--- config.mk ---
export PLATFORM = sky130hd
export DESIGN_NAME = mulmod_arbiter_flat
export DESIGN_NICKNAME = d
export VERILOG_FILES = /design/src/rtl/mulmod_arbiter_if.sv /design/src/rtl/mulmod_arbiter.sv /design/src/flat_wrapper.sv
export SDC_FILE = /design/constraint.sdc
export NUM_CORES = 1
export LEC_CHECK = 0
export ABC_CLOCK_PERIOD_IN_PS = 2400
export CAP_MARGIN = 20
export CELL_PAD_IN_SITES_DETAIL_PLACEMENT = 2
export CELL_PAD_IN_SITES_GLOBAL_PLACEMENT = 2
export CORE_AREA = 4 4 400 402
export CTS_BUF_LIST = sky130_fd_sc_hd__clkbuf_4
export DETAILED_ROUTE_END_ITERATION = 16
export DIE_AREA = 0 0 404 406
export PLACE_DENSITY_LB_ADDON = 0.25
export SKIP_LAST_GASP = 1
export SLEW_MARGIN = 0
export SYNTH_ARGS = -nofsm -noshare
export SYNTH_HDL_FRONTEND = slang
export SYNTH_SLANG_ARGS = --single-unit
--- constraint.sdc ---
create_clock -name clk -period 2.4 [get_ports clk]
set_clock_uncertainty 0.05 [all_clocks]
set_input_delay 0.48 -clock clk [delete_from_list [all_inputs] [get_ports clk]]
set_output_delay 0.48 -clock clk [all_outputs]
set_load 0.02 [all_outputs]
--- src/rtl/mulmod_arbiter_if.sv ---
// Bundle between mulmod_arbiter, its requesters and the shared mul64/mod units.
// master is the arbiter side; slave is the requesters plus the mul64/mod instances.
interface mulmod_arbiter_if #(
    parameter int NREQ  = 4,
    parameter int GNT_W = 2
);
    // req_valid is a level held by a requester until its req_done pulse; a request
    // is accepted only when the arbiter is idle. *_enable and *_done are one-cycle
    // pulses, and a done pulse is honoured only while its unit is being waited on.
    logic [NREQ-1:0]    req_valid;
    logic [NREQ*64-1:0] req_a;
    logic [NREQ*64-1:0] req_b;
    logic [NREQ-1:0]    req_done;
    logic               req_err;
    logic [63:0]        result;
    logic               busy;
    logic [GNT_W-1:0]   grant_id;
    logic               mul64_enable;
    logic [63:0]        mul64_mul1;
    logic [63:0]        mul64_mul2;
    logic               mul64_mul1_sign;
    logic               mul64_mul2_sign;
    logic               mul64_done;
    logic [127:0]       mul64_result;
    logic               mod_enable;
    logic [127:0]       mod_input;
    logic               mod_input_sign;
    logic               mod_done;
    logic [63:0]        mod_result;
    logic [1:0]         state;  // debug view of the scheduler FSM

    modport master (
        input  req_valid, req_a, req_b, mul64_done, mul64_result, mod_done, mod_result,
        output req_done, req_err, result, busy, grant_id,
        output mul64_enable, mul64_mul1, mul64_mul2, mul64_mul1_sign, mul64_mul2_sign,
        output mod_enable, mod_input, mod_input_sign, state
    );

    modport slave (
        output req_valid, req_a, req_b, mul64_done, mul64_result, mod_done, mod_result,
        input  req_done, req_err, result, busy, grant_id,
        input  mul64_enable, mul64_mul1, mul64_mul2, mul64_mul1_sign, mul64_mul2_sign,
        input  mod_enable, mod_input, mod_input_sign, state
    );
endinterface

--- src/rtl/mulmod_arbiter.sv ---
// Round-robin scheduler sharing one mul64 and one mod unit between NREQ requesters.
// Optional MULMOD_ARB_TIMEOUT_EN aborts a job after TIMEOUT_CYC cycles without a done.
module mulmod_arbiter #(
    parameter int NREQ        = 4,
    parameter int GNT_W       = 2,
    parameter int TIMEOUT_CYC = 255
) (
    input  logic             clk,
    input  logic             rst,
    mulmod_arbiter_if.master bus
);
    localparam logic [1:0] S_IDLE = 2'd0;
    localparam logic [1:0] S_MUL  = 2'd1;
    localparam logic [1:0] S_MOD  = 2'd2;
    localparam logic [1:0] S_RESP = 2'd3;

    logic [1:0]       state_q, state_d;
    logic [GNT_W-1:0] grant_q, grant_d, last_q, last_d;
    logic [63:0]      a_q, a_d, b_q, b_d, res_q, res_d;
    logic [127:0]     prod_q, prod_d;
    logic             mul_en_q, mul_en_d, mod_en_q, mod_en_d;
    logic             timeout;

    logic             found;
    logic [GNT_W-1:0] winner;
    logic [63:0]      sel_a, sel_b;

    // First requester at or after last+1, wrapping, so every requester waits at most NREQ-1 jobs.
    always_comb begin
        found  = 1'b0;
        winner = '0;
        sel_a  = '0;
        sel_b  = '0;
        for (int off = 1; off <= NREQ; off++) begin
            automatic int idx = (int'(last_q) + off) % NREQ;
            if (!found && bus.req_valid[idx]) begin
                found  = 1'b1;
                winner = GNT_W'(idx);
                sel_a  = bus.req_a[idx*64 +: 64];
                sel_b  = bus.req_b[idx*64 +: 64];
            end
        end
    end

    always_comb begin
        state_d  = state_q;
        grant_d  = grant_q;
        last_d   = last_q;
        a_d      = a_q;
        b_d      = b_q;
        prod_d   = prod_q;
        res_d    = res_q;
        mul_en_d = 1'b0;
        mod_en_d = 1'b0;
        case (state_q)
            S_IDLE: if (found) begin
                state_d  = S_MUL;
                grant_d  = winner;
                last_d   = winner;
                a_d      = sel_a;
                b_d      = sel_b;
                mul_en_d = 1'b1;
            end
            S_MUL: if (bus.mul64_done) begin
                prod_d   = bus.mul64_result;
                state_d  = S_MOD;
                mod_en_d = 1'b1;
            end else if (timeout) begin
                res_d   = '0;
                state_d = S_RESP;
            end
            S_MOD: if (bus.mod_done) begin
                res_d   = bus.mod_result;
                state_d = S_RESP;
            end else if (timeout) begin
                res_d   = '0;
                state_d = S_RESP;
            end
            default: state_d = S_IDLE;
        endcase
    end

`ifdef MULMOD_ARB_TIMEOUT_EN
    localparam int CNT_W = $clog2(TIMEOUT_CYC + 1);
    logic [CNT_W-1:0] cnt_q;
    logic             err_q;

    // Counter restarts on every state change, so MUL and MOD each get the full budget.
    assign timeout = (cnt_q == CNT_W'(TIMEOUT_CYC - 1));

    always_ff @(posedge clk) begin
        if (rst || state_d != state_q) begin
            cnt_q <= '0;
        end else if (state_q == S_MUL || state_q == S_MOD) begin
            cnt_q <= cnt_q + 1'b1;
        end
    end

    always_ff @(posedge clk) begin
        if (rst) begin
            err_q <= 1'b0;
        end else begin
            err_q <= timeout && ((state_q == S_MUL && !bus.mul64_done) ||
                                 (state_q == S_MOD && !bus.mod_done));
        end
    end

    assign bus.req_err = err_q && (state_q == S_RESP);
`else
    assign timeout     = 1'b0;
    assign bus.req_err = 1'b0;
`endif

    always_ff @(posedge clk) begin
        if (rst) begin
            state_q  <= S_IDLE;
            grant_q  <= '0;
            last_q   <= GNT_W'(NREQ - 1);
            a_q      <= '0;
            b_q      <= '0;
            prod_q   <= '0;
            res_q    <= '0;
            mul_en_q <= 1'b0;
            mod_en_q <= 1'b0;
        end else begin
            state_q  <= state_d;
            grant_q  <= grant_d;
            last_q   <= last_d;
            a_q      <= a_d;
            b_q      <= b_d;
            prod_q   <= prod_d;
            res_q    <= res_d;
            mul_en_q <= mul_en_d;
            mod_en_q <= mod_en_d;
        end
    end

    assign bus.req_done        = (state_q == S_RESP) ? (NREQ'(1) << grant_q) : '0;
    assign bus.result          = (state_q == S_RESP) ? res_q : '0;
    assign bus.busy            = (state_q != S_IDLE);
    assign bus.grant_id        = grant_q;
    assign bus.mul64_enable    = mul_en_q;
    assign bus.mul64_mul1      = a_q;
    assign bus.mul64_mul2      = b_q;
    assign bus.mul64_mul1_sign = 1'b0;
    assign bus.mul64_mul2_sign = 1'b0;
    assign bus.mod_enable      = mod_en_q;
    assign bus.mod_input       = prod_q;
    assign bus.mod_input_sign  = 1'b0;
    assign bus.state           = state_q;
endmodule

--- src/flat_wrapper.sv ---
// flat-port wrapper written by rule: the top's interface ports become plain ports
module mulmod_arbiter_flat 
#(
    parameter int NREQ        = 4,
    parameter int GNT_W       = 2,
    parameter int TIMEOUT_CYC = 255
)
  (clk, rst, bus_req_valid, bus_req_a, bus_req_b, bus_mul64_done, bus_mul64_result, bus_mod_done, bus_mod_result, bus_req_done, bus_req_err, bus_result, bus_busy, bus_grant_id, bus_mul64_enable, bus_mul64_mul1, bus_mul64_mul2, bus_mul64_mul1_sign, bus_mul64_mul2_sign, bus_mod_enable, bus_mod_input, bus_mod_input_sign, bus_state);
  mulmod_arbiter_if #(.NREQ(NREQ), .GNT_W(GNT_W)) bus_i ();
  input  logic clk;
  input  logic rst;
  input wire logic [$bits(bus_i.req_valid)-1:0] bus_req_valid;
  input wire logic [$bits(bus_i.req_a)-1:0] bus_req_a;
  input wire logic [$bits(bus_i.req_b)-1:0] bus_req_b;
  input wire logic [$bits(bus_i.mul64_done)-1:0] bus_mul64_done;
  input wire logic [$bits(bus_i.mul64_result)-1:0] bus_mul64_result;
  input wire logic [$bits(bus_i.mod_done)-1:0] bus_mod_done;
  input wire logic [$bits(bus_i.mod_result)-1:0] bus_mod_result;
  output wire logic [$bits(bus_i.req_done)-1:0] bus_req_done;
  output wire logic [$bits(bus_i.req_err)-1:0] bus_req_err;
  output wire logic [$bits(bus_i.result)-1:0] bus_result;
  output wire logic [$bits(bus_i.busy)-1:0] bus_busy;
  output wire logic [$bits(bus_i.grant_id)-1:0] bus_grant_id;
  output wire logic [$bits(bus_i.mul64_enable)-1:0] bus_mul64_enable;
  output wire logic [$bits(bus_i.mul64_mul1)-1:0] bus_mul64_mul1;
  output wire logic [$bits(bus_i.mul64_mul2)-1:0] bus_mul64_mul2;
  output wire logic [$bits(bus_i.mul64_mul1_sign)-1:0] bus_mul64_mul1_sign;
  output wire logic [$bits(bus_i.mul64_mul2_sign)-1:0] bus_mul64_mul2_sign;
  output wire logic [$bits(bus_i.mod_enable)-1:0] bus_mod_enable;
  output wire logic [$bits(bus_i.mod_input)-1:0] bus_mod_input;
  output wire logic [$bits(bus_i.mod_input_sign)-1:0] bus_mod_input_sign;
  output wire logic [$bits(bus_i.state)-1:0] bus_state;
  assign bus_i.req_valid = bus_req_valid;
  assign bus_i.req_a = bus_req_a;
  assign bus_i.req_b = bus_req_b;
  assign bus_i.mul64_done = bus_mul64_done;
  assign bus_i.mul64_result = bus_mul64_result;
  assign bus_i.mod_done = bus_mod_done;
  assign bus_i.mod_result = bus_mod_result;
  assign bus_req_done = bus_i.req_done;
  assign bus_req_err = bus_i.req_err;
  assign bus_result = bus_i.result;
  assign bus_busy = bus_i.busy;
  assign bus_grant_id = bus_i.grant_id;
  assign bus_mul64_enable = bus_i.mul64_enable;
  assign bus_mul64_mul1 = bus_i.mul64_mul1;
  assign bus_mul64_mul2 = bus_i.mul64_mul2;
  assign bus_mul64_mul1_sign = bus_i.mul64_mul1_sign;
  assign bus_mul64_mul2_sign = bus_i.mul64_mul2_sign;
  assign bus_mod_enable = bus_i.mod_enable;
  assign bus_mod_input = bus_i.mod_input;
  assign bus_mod_input_sign = bus_i.mod_input_sign;
  assign bus_state = bus_i.state;
  mulmod_arbiter #(.NREQ(NREQ), .GNT_W(GNT_W), .TIMEOUT_CYC(TIMEOUT_CYC)) u_core (.clk(clk), .rst(rst), .bus(bus_i));
endmodule
==> impl_results.md, run 1 <==
- Peak supply drop: 635 µV
- Reg2reg setup slack: 0.16 ns
- Worst path top cell family by delay: buffers and inverters
- Die area: 0.164 mm²
- Prevailing post-synth register cell: dfxtp_1
- Crit-path cells: ha_4 -> buf_12 -> buf_16 -> buf_6 -> and2_4 -> buf_6
- Sequential area share after synthesis: 0.270
- Average wire per standard cell: 26.7 µm
- Synth-to-layout area growth: 72.7%
- PnR worst setup slack: -0.395 ns
- Htree depth: 3
- DRT Wirelength: 165,000 µm
- DP Wirelength: 123,000 µm
- Gr usage total: 0.190
- I/O pin total: 1,047
- Seq pwr share: 0.208
- CP max stage cell: dfxtp_4
- Ys Warns: 0
- Worst Path Arrival: 2.27 ns
- Commonest cells post-synth: nand2_1 (392), dfxtp_1 (328), a21oi_1 (259)
- Max FO, Critical Path: 7
- Largest net degree at the start of global routing: 121
- CTS tree: done
- Pwr dens: 940 mW/mm²
- Vias: 29,200
- Cell Rows: 145
- Comb power frac: 0.625
- Share of layout cells above drive strength 1: 0.295
- Num CTS Buffers: 113
- Req. time, crit path: 1.87 ns
- Final hold slack: 0.252 ns
- Clock Sinks: 328
- R2r startpoint: u_core.last_q[1]
- 1st-iter DRT viols: 1,523
- Unrepaired setup endpoints after global routing: yes
- Largest area contributor in the netlist: dfxtp_1
- Rel. slew slack: 0.333
- Sw power: 18.2 mW
- WS Path Type: flip-flop to primary output
- CP most frequent cell: buf_6
- Mapped cell area: 0.0243 mm²
- Port buffer count: 1,042
- Hold Crit Class: input pin to flip-flop
- Slew @ Worst Pin: 1.00 ns
- Maximum clock rate: 0.358 GHz
- CORE AREA: 0.156 mm²
- Synth area leaders: dfxtp_1 (27%), mux4_2 (12%), mux2i_1 (7.8%), nand2_1 (6.1%), a22oi_1 (6.0%)
- Overflow after GRT: 0
- Router iterations before antenna repair: 5
- Vias/cell: 4.73
- Fin crit share: 1.16
- Nets: 4,725
- Worst-Skew Late Latency: 1.00 ns
- Worst setup EP type: primary output
- Worst-path clk slew: 0.06 ns
- P_leak: 16.5 nW
- Cell count after synthesis: 2,719
- Starting Density: 0.156
- Final worst path period need: 2.80 ns
- Status: complete, but fails checks
- Buf/Inv on CP: 4
- Post-synth EDFFs: 0
- Chip Width: 404 µm
- CP Launch Point: u_core.bus.state[0]
- Final Hold Vio Count: 0
- Yosys cell types: 60
- Mean Syn Cell Area: 8.93 µm²
- Post-synth top area share: 0.270
- Switching Share: 0.462
- Worst Setup Start Kind: flip-flop
- Count leader, synth: nand2_1
- Setup Viol. Count Final: 69
- CTS Root Cell: clkbuf_4
- DRC viols: 0
- Max-Cap Viols: 0
- Synth Register Bits: 328
- Hold path start: bus_req_a[126]
- First-pass GRT wire length: 232,000 µm
- Initial antenna violation count: 36
- Die height: 406 µm
- Failing checks: setup timing
- GP Congestion: 0.824
- Number of global-route vias before repair: 31,300
- Synth async-reset ratio: 0
- CP peak stage delay: 0.35 ns
- P_int: 21.2 mW
- Slew Limit Fails: 0
- Final ANT Viol Nets: 0
- Clock Power Share: 0.167
- Fillers: 17,700
- CTS max path bufs: 3
- Utilization after layout: 0.269
-- sequential cells by signal (all words and copies together) (netlist names) --
signal and cells:
u_core.bus.grant_id 2, u_core.bus.mod_enable 1, u_core.bus.mod_input 128, u_core.bus.mul64_enable 1
u_core.bus.mul64_mul1 64, u_core.bus.mul64_mul2 64, u_core.bus.state 2, u_core.last_q 2
u_core.res_q 64
-- path summary, 6_finish.rpt --
| kind | depth (start not counted) | to |
|---|---|---|
| worst max register to register | 5 | u_core.bus.mul64_mul1[49] |
| worst min register to register | 2 | u_core.bus.mod_input[19] |
| worst max-delay path | 6 | bus_result[47] |
| worst min-delay path | 4 | u_core.bus.mul64_mul1[62] |
-- cell families (layout without fill, tap and decap cells) --
| family | after synthesis | in the layout | share of synthesized area |
|---|---|---|---|
| AO/OA/AOI/OAI | 854 | 854 | 0.269 |
| flip-flops | 328 | 328 | 0.270 |
| multiplexers | 383 | 383 | 0.229 |
| buffers and inverters | 321 | 1695 | 0.0709 |
| adder cells (fa/ha/maj) | 4 | 4 | 0.00206 |
| other | 1 | 26 | 0.000154 |
| AND/OR/NAND/NOR | 828 | 828 | 0.159 |
-- metal layers --
| layer | up-vias | wire length (µm) | GRT usage |
|---|---|---|---|
| li1 | 13100 | - | - |
| met1 | 14900 | 65600 | 0.224 |
| met2 | 974 | 83100 | 0.336 |
| met3 | 228 | 11100 | 0.0491 |
| met4 | 16 | 4910 | 0.0616 |
| met5 | - | 126 | 0 |
-- cells in the final DEF, fill, tap and decap left out, types with 22 or more instances in the layout --
master	Yosys	final
nor3_2	57	57
clkinv_1	0	27
o22ai_1	62	62
clkbuf_4	2	166
dfxtp_1	328	292
a41o_1	65	64
nor3_1	74	74
dlygate4sd3_1	0	193
a2111oi_2	55	56
diode_2	0	22
buf_4	39	191
dfxtp_2	0	30
nand2_1	392	388
a21oi_1	259	258
and2_4	2	66
clkdlybuf4s50_1	0	710
buf_2	99	164
buf_12	2	96
a221oi_1	115	115
a22oi_1	193	193
mux2i_1	189	189
mux4_2	131	130
nor2_1	205	203
a211oi_1	67	66
clkdlybuf4s15_2	0	37
buf_6	26	75
mux2_2	63	63
-- power by group through the flow --
stage	Clock [mW]	Sequential (mW)	Combinational (mW)
final	6.58	8.19	24.6
after detailed placement	0	8.26	24.7
after global routing	7.35	8.39	26.5
after CTS	7.14	8.20	24.8
after floorplan	0	9.31	12.8
after global placement	0	8.23	24.5
-- worst min-delay path, stage by stage --
cell and delay (ns):
clkdlybuf4s50_1 0.47, nand2_1 0.09, and3_1 0.16, a211oi_1 0.07
-- layout make-up --
type                    instances  area, µm²  area share
clock buffers                 166       1250      0.0297
diodes                         22       55.1     0.00131
well taps                    2058       2570      0.0614
flip-flops and latches        328       6630       0.158
multi-input cells            2073      16300       0.389
inverters                       8       35.0    0.000836
clock inverters                36        214     0.00510
repair buffers               1485      14800       0.354
-- repair_timing --
item | 4_1_cts | 5_1_grt
endpoints found under the hold margin | 268 | 0
setup buffers | 17 | 0
gates cloned | 4 | 2
gates resized for setup | 1565 | 116
hold buffers | 193 | 0
setup endpoints to repair | 350 | 78
pin swaps | 23 | 27
-- stage by stage --
step	cell area (µm²)	cells	power [mW]	setup slack [ns]	TNS (ns)
finish	41900	6176	39.4	-0.395	-19.30
global route	41900	6172	42.3	-0.594	-33.79
CTS	41500	6152	40.2	-0.719	-40.46
detailed placement	38600	5736	32.9	-0.615	-60.05
global placement	38600	5736	32.7	-0.634	-55.53
floorplan	24300	2722	22.1	0.350	0
No activity file was read; power rests on OpenSTA's default activity.
==> run 2: changes to the inputs <==
--- a/config.mk
+++ b/config.mk
@@ -13,7 +13,8 @@
 export CTS_BUF_LIST = sky130_fd_sc_hd__clkbuf_4
 export DETAILED_ROUTE_END_ITERATION = 16
 export DIE_AREA = 0 0 404 406
-export PLACE_DENSITY_LB_ADDON = 0.25
+export HOLD_SLACK_MARGIN = 0.12
+export PLACE_DENSITY_LB_ADDON = 0.1
 export SKIP_LAST_GASP = 1
 export SLEW_MARGIN = 0
 export SYNTH_ARGS = -nofsm -noshare
==> run 2 against run 1 <==
Compared with the run above:
- the run still ends with setup timing left
- global-route usage up 0.90 points
- sequential cell count did not move
- maximum frequency shrank 1.4%
- sequential share of layout area down 0.78 points
- power rose by 2.1%
- critical path depth fell by 1
- combinational power barely moved
- utilization up 1.3 points
- sequential power decreased by 0.6%
- critical endpoint is now bus_result[43]
==> impl_results.md, run 2 (same netlist as run 1, synthesis figures left out) <==
- Status: complete, but fails checks
- Failing checks: setup timing
- CTS max path bufs: 3
- Max reg flops: 128
- Vias/cell: 4.64
- P_int: 21.9 mW
- PnR worst setup slack: -0.434 ns
- Clock Sinks: 328
- Hold path cells: 4
- Area of the multi-input gates: 0.0163 mm²
- Htree depth: 4
- Grt met2 use: 0.349
- Pre-CTS setup slack: -0.574 ns
- CP max stage cell: dfxtp_4
- Clock Power Share: 0.184
- R2r startpoint: u_core.last_q[0]
- Worst Setup Start Kind: flip-flop
- Largest net degree at the start of global routing: 112
- CTS tree: done
- DRC viols: 0
- DP Wirelength: 127,000 µm
- Storage cell area: 0.00661 mm²
- Overflow after GRT: 0
- Final hold slack: 0.358 ns
- Seq pwr share: 0.202
- R2R depth: 7
- Setup Viol. Count Final: 69
- Synth-to-layout area growth: 81.1%
- Hold path start: bus_req_a[124]
- Crit-path cells: ha_4 -> buf_12 -> bufbuf_16 -> and2_4 -> buf_12
- Switching Share: 0.456
- Router iterations before antenna repair: 5
- Final ANT Viol Nets: 0
- Sw power: 18.4 mW
- Starting Density: 0.156
- Fillers: 17,400
- Commonest non-fill, non-tap cell in the layout: clkdlybuf4s50_1
- Met3 usage: 0.0570
- CP most frequent cell: buf_12
- Worst setup EP type: primary output
- WS Path Type: flip-flop to primary output
- Num CTS Buffers: 130
- Worst-Skew Late Latency: 0.99 ns
- Pwr dens: 915 mW/mm²
- Nets: 4,949
- Share of layout cells above drive strength 1: 0.284
- Req. time, crit path: 1.87 ns
- Initial antenna violation count: 49
- Die height: 406 µm
- CORE AREA: 0.156 mm²
- Cell Rows: 145
- Max FO, Critical Path: 6
- Rel. slew slack: 0.486
- Most frequent cells in the layout: clkdlybuf4s50_1 (710), nand2_1 (390), dlygate4sd3_1 (383), dfxtp_1 (308), a21oi_1 (259)
- Worst hold path endpoint: u_core.bus.mul64_mul1[60]
- Chip Width: 404 µm
- Gr usage total: 0.199
- Die area: 0.164 mm²
- Worst-path clk slew: 0.06 ns
- Slew Limit Fails: 0
- CTS Root Cell: clkbuf_4
- CP peak stage delay: 0.37 ns
- Worst path top cell family by delay: buffers and inverters
- First-pass GRT wire length: 241,000 µm
- 1st-iter DRT viols: 1,239
- Port buffer count: 1,042
- Final Hold Vio Count: 0
- Buf/Inv on CP: 3
- DRT Wirelength: 171,000 µm
- P_leak: 17.4 nW
- Global-route track usage on met1: 0.237
- CP Launch Point: u_core.bus.state[1]
- Fin crit share: 1.18
- Comb power frac: 0.613
- GP Congestion: 0.791
- Number of global-route vias before repair: 32,500
- Reg2reg setup slack: 0.16 ns
- I/O pin total: 1,047
- Peak supply drop: 670 µV
- GRT Max-Usage Layer: met2
- Max-Cap Viols: 0
- Unrepaired setup endpoints after global routing: yes
- Maximum clock rate: 0.353 GHz
- Slew @ Worst Pin: 0.771 ns
- Hold Crit Class: input pin to flip-flop
- Final worst path period need: 2.83 ns
- Worst Path Arrival: 2.30 ns
- Average wire per standard cell: 26.6 µm
- Final setup TNS: -24.64 ns
- R2r endpoint: u_core.bus.mul64_mul1[49]
- Vias: 29,800
- Total power: 40.2 mW
## run 2: power groups by stage
| stage | clock network (mW) | registers [mW] | logic, mW |
|---|---|---|---|
| 2_1_floorplan | 0 | 9.31 | 12.8 |
| 3_3_place_gp | 0 | 8.24 | 24.9 |
| 3_5_place_dp | 0 | 8.25 | 25.0 |
| 4_1_cts | 7.94 | 8.19 | 25.0 |
| 5_1_grt | 8.20 | 8.34 | 26.8 |
| 6_report | 7.40 | 8.14 | 24.7 |
## run 2: final cells by class
type	count	share of cell area
clock inverter	25	0.00430
antenna	33	0.00188
sequential	328	0.150
inverter	8	0.000882
tap	2058	0.0586
clock buffer	198	0.0338
multi-input combinational	2073	0.370
timing repair buffer	1692	0.380
## run 2: stage by stage
step,cell area [µm²],cells,util
2_1_floorplan,24300,2722,-
3_3_place_gp,38700,5757,0.248
3_5_place_dp,38700,5757,0.248
4_1_cts,43700,6374,0.280
5_1_grt,44000,6406,0.282
6_report,44000,6415,0.282
## run 2: routing by layer
metal	wire length, µm	up-vias	part of all wire
met3	11000	227	0.064
met4	4260	26	0.025
met1	69900	15000	0.41
li1	-	13600	-
met5	184	-	0.0011
met2	85400	897	0.50
## run 2: how the worst max path moves through the flow
stage / to / slack, ns / cells past startpoint
after global placement: u_core.bus.mul64_mul1[1] / -0.58 / 10
after floorplan: u_core.bus.mul64_mul2[10] / 0.35 / 9
after detailed placement: u_core.bus.mul64_mul1[2] / -0.57 / 10
after global routing: bus_result[60] / -0.66 / 6
after CTS: bus_result[43] / -0.69 / 5
final: bus_result[43] / -0.43 / 5
## run 2: timing repair
action / in CTS / in global routing
hold buffers: 383 / 0
pin swaps: 10 / 5
endpoints found under the setup margin: 334 / 85
buffers inserted: 7 / 11
endpoints found under the hold margin: 328 / 0
cloned: 4 / 1
resized for setup: 1506 / 54
## run 2: worst reg2reg max path: cells and delay by family, from the launching register on
kind	cells	cell delay [ns]
buffers and inverters	2	0.36
flip-flops	1	0.52
AND/OR/NAND/NOR	3	0.61
AO/OA/AOI/OAI	2	0.60
==> run 3: changes to the inputs <==
--- a/config.mk
+++ b/config.mk
@@ -15,6 +15,7 @@
 export DIE_AREA = 0 0 404 406
 export HOLD_SLACK_MARGIN = 0.12
 export PLACE_DENSITY_LB_ADDON = 0.1
+export REMOVE_ABC_BUFFERS = 1
 export SKIP_LAST_GASP = 1
 export SLEW_MARGIN = 0
 export SYNTH_ARGS = -nofsm -noshare
==> run 3 against run 2 <==
Compared with the run above:
- the flow still finishes with violations (setup timing)
- sequential cell count unchanged
- clock power decreased by 11%
- global-route usage increased by 0.19 points
- register-to-register slack got worse by 0.04 ns
- die area unchanged
- maximum frequency increased by 5.9%
- cell area decreased by 3.1%
- non-clock buffer count decreased by 118
- critical path type unchanged
- sequential share of layout area increased by 0.53 points
- highest routed layer unchanged
==> impl_results.md, run 3 (same netlist as run 1, synthesis figures left out) <==
- Status: complete, but fails checks
- Failing checks: setup timing
- Crit-path cells: ha_4 -> buf_12 -> buf_12 -> and2_1 -> buf_4
- Fillers: 17,500
- CP peak stage delay: 0.36 ns
- PnR worst setup slack: -0.276 ns
- Htree depth: 3
- Router iterations before antenna repair: 5
- Final Hold Vio Count: 0
- Worst Setup Start Kind: flip-flop
- Peak supply drop: 494 µV
- CTS Root Cell: clkbuf_4
- Vias/cell: 4.70
- DRT Wirelength: 173,000 µm
- Number of global-route vias before repair: 31,800
- Unrepaired setup endpoints after global routing: yes
- Die height: 406 µm
- Final ANT Viol Nets: 0
- CP most frequent cell: buf_12
- DP Wirelength: 132,000 µm
- Chip Width: 404 µm
- Reg2reg setup slack: 0.12 ns
- CTS tree: done
- Max-Cap Viols: 0
- Rel. slew slack: 0.498
- First-pass GRT wire length: 243,000 µm
- Worst Path Arrival: 2.15 ns
- Port buffer count: 1,042
- Worst-Skew Late Latency: 0.98 ns
- Final hold slack: 0.335 ns
- DRC viols: 0
- Worst-path clk slew: 0.06 ns
- Gr usage total: 0.201
- CP max stage cell: dfxtp_4
- Synth-to-layout area growth: 75.5%
- Starting Density: 0.156
- Pwr dens: 923 mW/mm²
- Slew Limit Fails: 0
- Max FO, Critical Path: 16
- CTS max path bufs: 3
- Cell Rows: 145
- Overflow after GRT: 0
- GP Congestion: 0.799
- Initial antenna violation count: 60
- Max reg flops: 128
- Req. time, crit path: 1.87 ns
- Vias: 29,400
- CORE AREA: 0.156 mm²
- Commonest non-fill, non-tap cell in the layout: clkdlybuf4s50_1
- P_leak: 16.7 nW
- Num CTS Buffers: 119
- Die area: 0.164 mm²
- Slew @ Worst Pin: 0.754 ns
- Setup Viol. Count Final: 69
- Hold Crit Class: input pin to flip-flop
- Total power: 39.3 mW
- Clock Sinks: 328
- Fin crit share: 1.11
- Nets: 4,820
- Share of layout cells above drive strength 1: 0.278
- 1st-iter DRT viols: 1,414
- Most frequent cells in the layout: clkdlybuf4s50_1 (710), nand2_1 (390), dfxtp_1 (296), dlygate4sd3_1 (282), a21oi_1 (259)
- WS Path Type: flip-flop to primary output
- Final setup TNS: -15.70 ns
- Maximum clock rate: 0.374 GHz
- Worst setup EP type: primary output
- Average wire per standard cell: 27.5 µm
- Final worst path period need: 2.68 ns
- I/O pin total: 1,047
- Largest net degree at the start of global routing: 118
## run 3: cell count changes in the layout (fill, tap and decap cells not counted), moves of 9 or more
cell,before,now
and2_4,50,36
clkdlybuf4s15_2,34,56
dfxtp_2,13,23
and2_1,17,31
diode_2,33,24
clkinv_1,11,22
clkbuf_4,198,170
dfxtp_1,308,296
buf_6,79,51
clkdlybuf4s15_1,0,9
dlygate4sd3_1,383,282
buf_2,184,173
## run 3: layer usage
metal | vias to the layer above | GRT usage | part of all wire
li1 | 13300 | - | -
met1 | 14900 | 0.240 | 0.41
met2 | 964 | 0.358 | 0.50
met3 | 236 | 0.0477 | 0.060
met4 | 28 | 0.0571 | 0.023
met5 | - | 0 | 0.0010
## run 3: layout make-up
class,instances,area [µm²],share of cell area
Sequential cell,328,6630,0.156
Timing Repair Buffer,1574,15600,0.367
Clock buffer,170,1280,0.0299
Inverter,8,41.3,0.000969
Clock inverter,31,179,0.00420
Multi-Input combinational cell,2073,16200,0.380
Antenna cell,24,60.1,0.00141
Tap cell,2058,2570,0.0604
## run 3: stage by stage
step                std cells  setup slack (ns)   util  area [µm²]
global placement         5749            -0.661  0.248       38700
floorplan                2409            -20.82      -       22600
global route             6261            -0.481  0.273       42600
CTS                      6241            -0.510  0.272       42500
detailed placement       5749            -0.666  0.248       38700
finish                   6266            -0.276  0.273       42600
## run 3: critical path, delay by kind of cell (launching register included)
family | cells | cell delay (ns)
buf+inv | 3 | 0.45
fa+ha+maj | 1 | 0.19
simple gates | 1 | 0.16
flops | 1 | 0.36
## run 3: worst paths after layout
| kind | startpoint | to | depth (start not counted) |
|---|---|---|---|
| worst min-delay path | bus_req_a[250] | u_core.bus.mul64_mul1[58] | 4 |
| worst max register to register | u_core.bus.state[1] | u_core.bus.mul64_mul2[52] | 9 |
| worst min register to register | u_core.res_q[37] | u_core.res_q[37] | 2 |
| worst max-delay path | u_core.bus.state[1] | bus_result[39] | 5 |
## run 3: power by group
group	switching (mW)	internal [mW]	total [mW]
clock network	3.29	3.26	6.56
logic	13.6	10.9	24.5
registers	1.33	6.97	8.30
## run 3: timing repair
item                                   in CTS  in global routing
endpoints found under the hold margin     314                  0
resized for setup                        1540                 25
pin swaps                                  16                  4
setup endpoints to repair                 332                140
hold buffers                              282                  0
cloned                                      4                  0
setup buffers                               5                  1
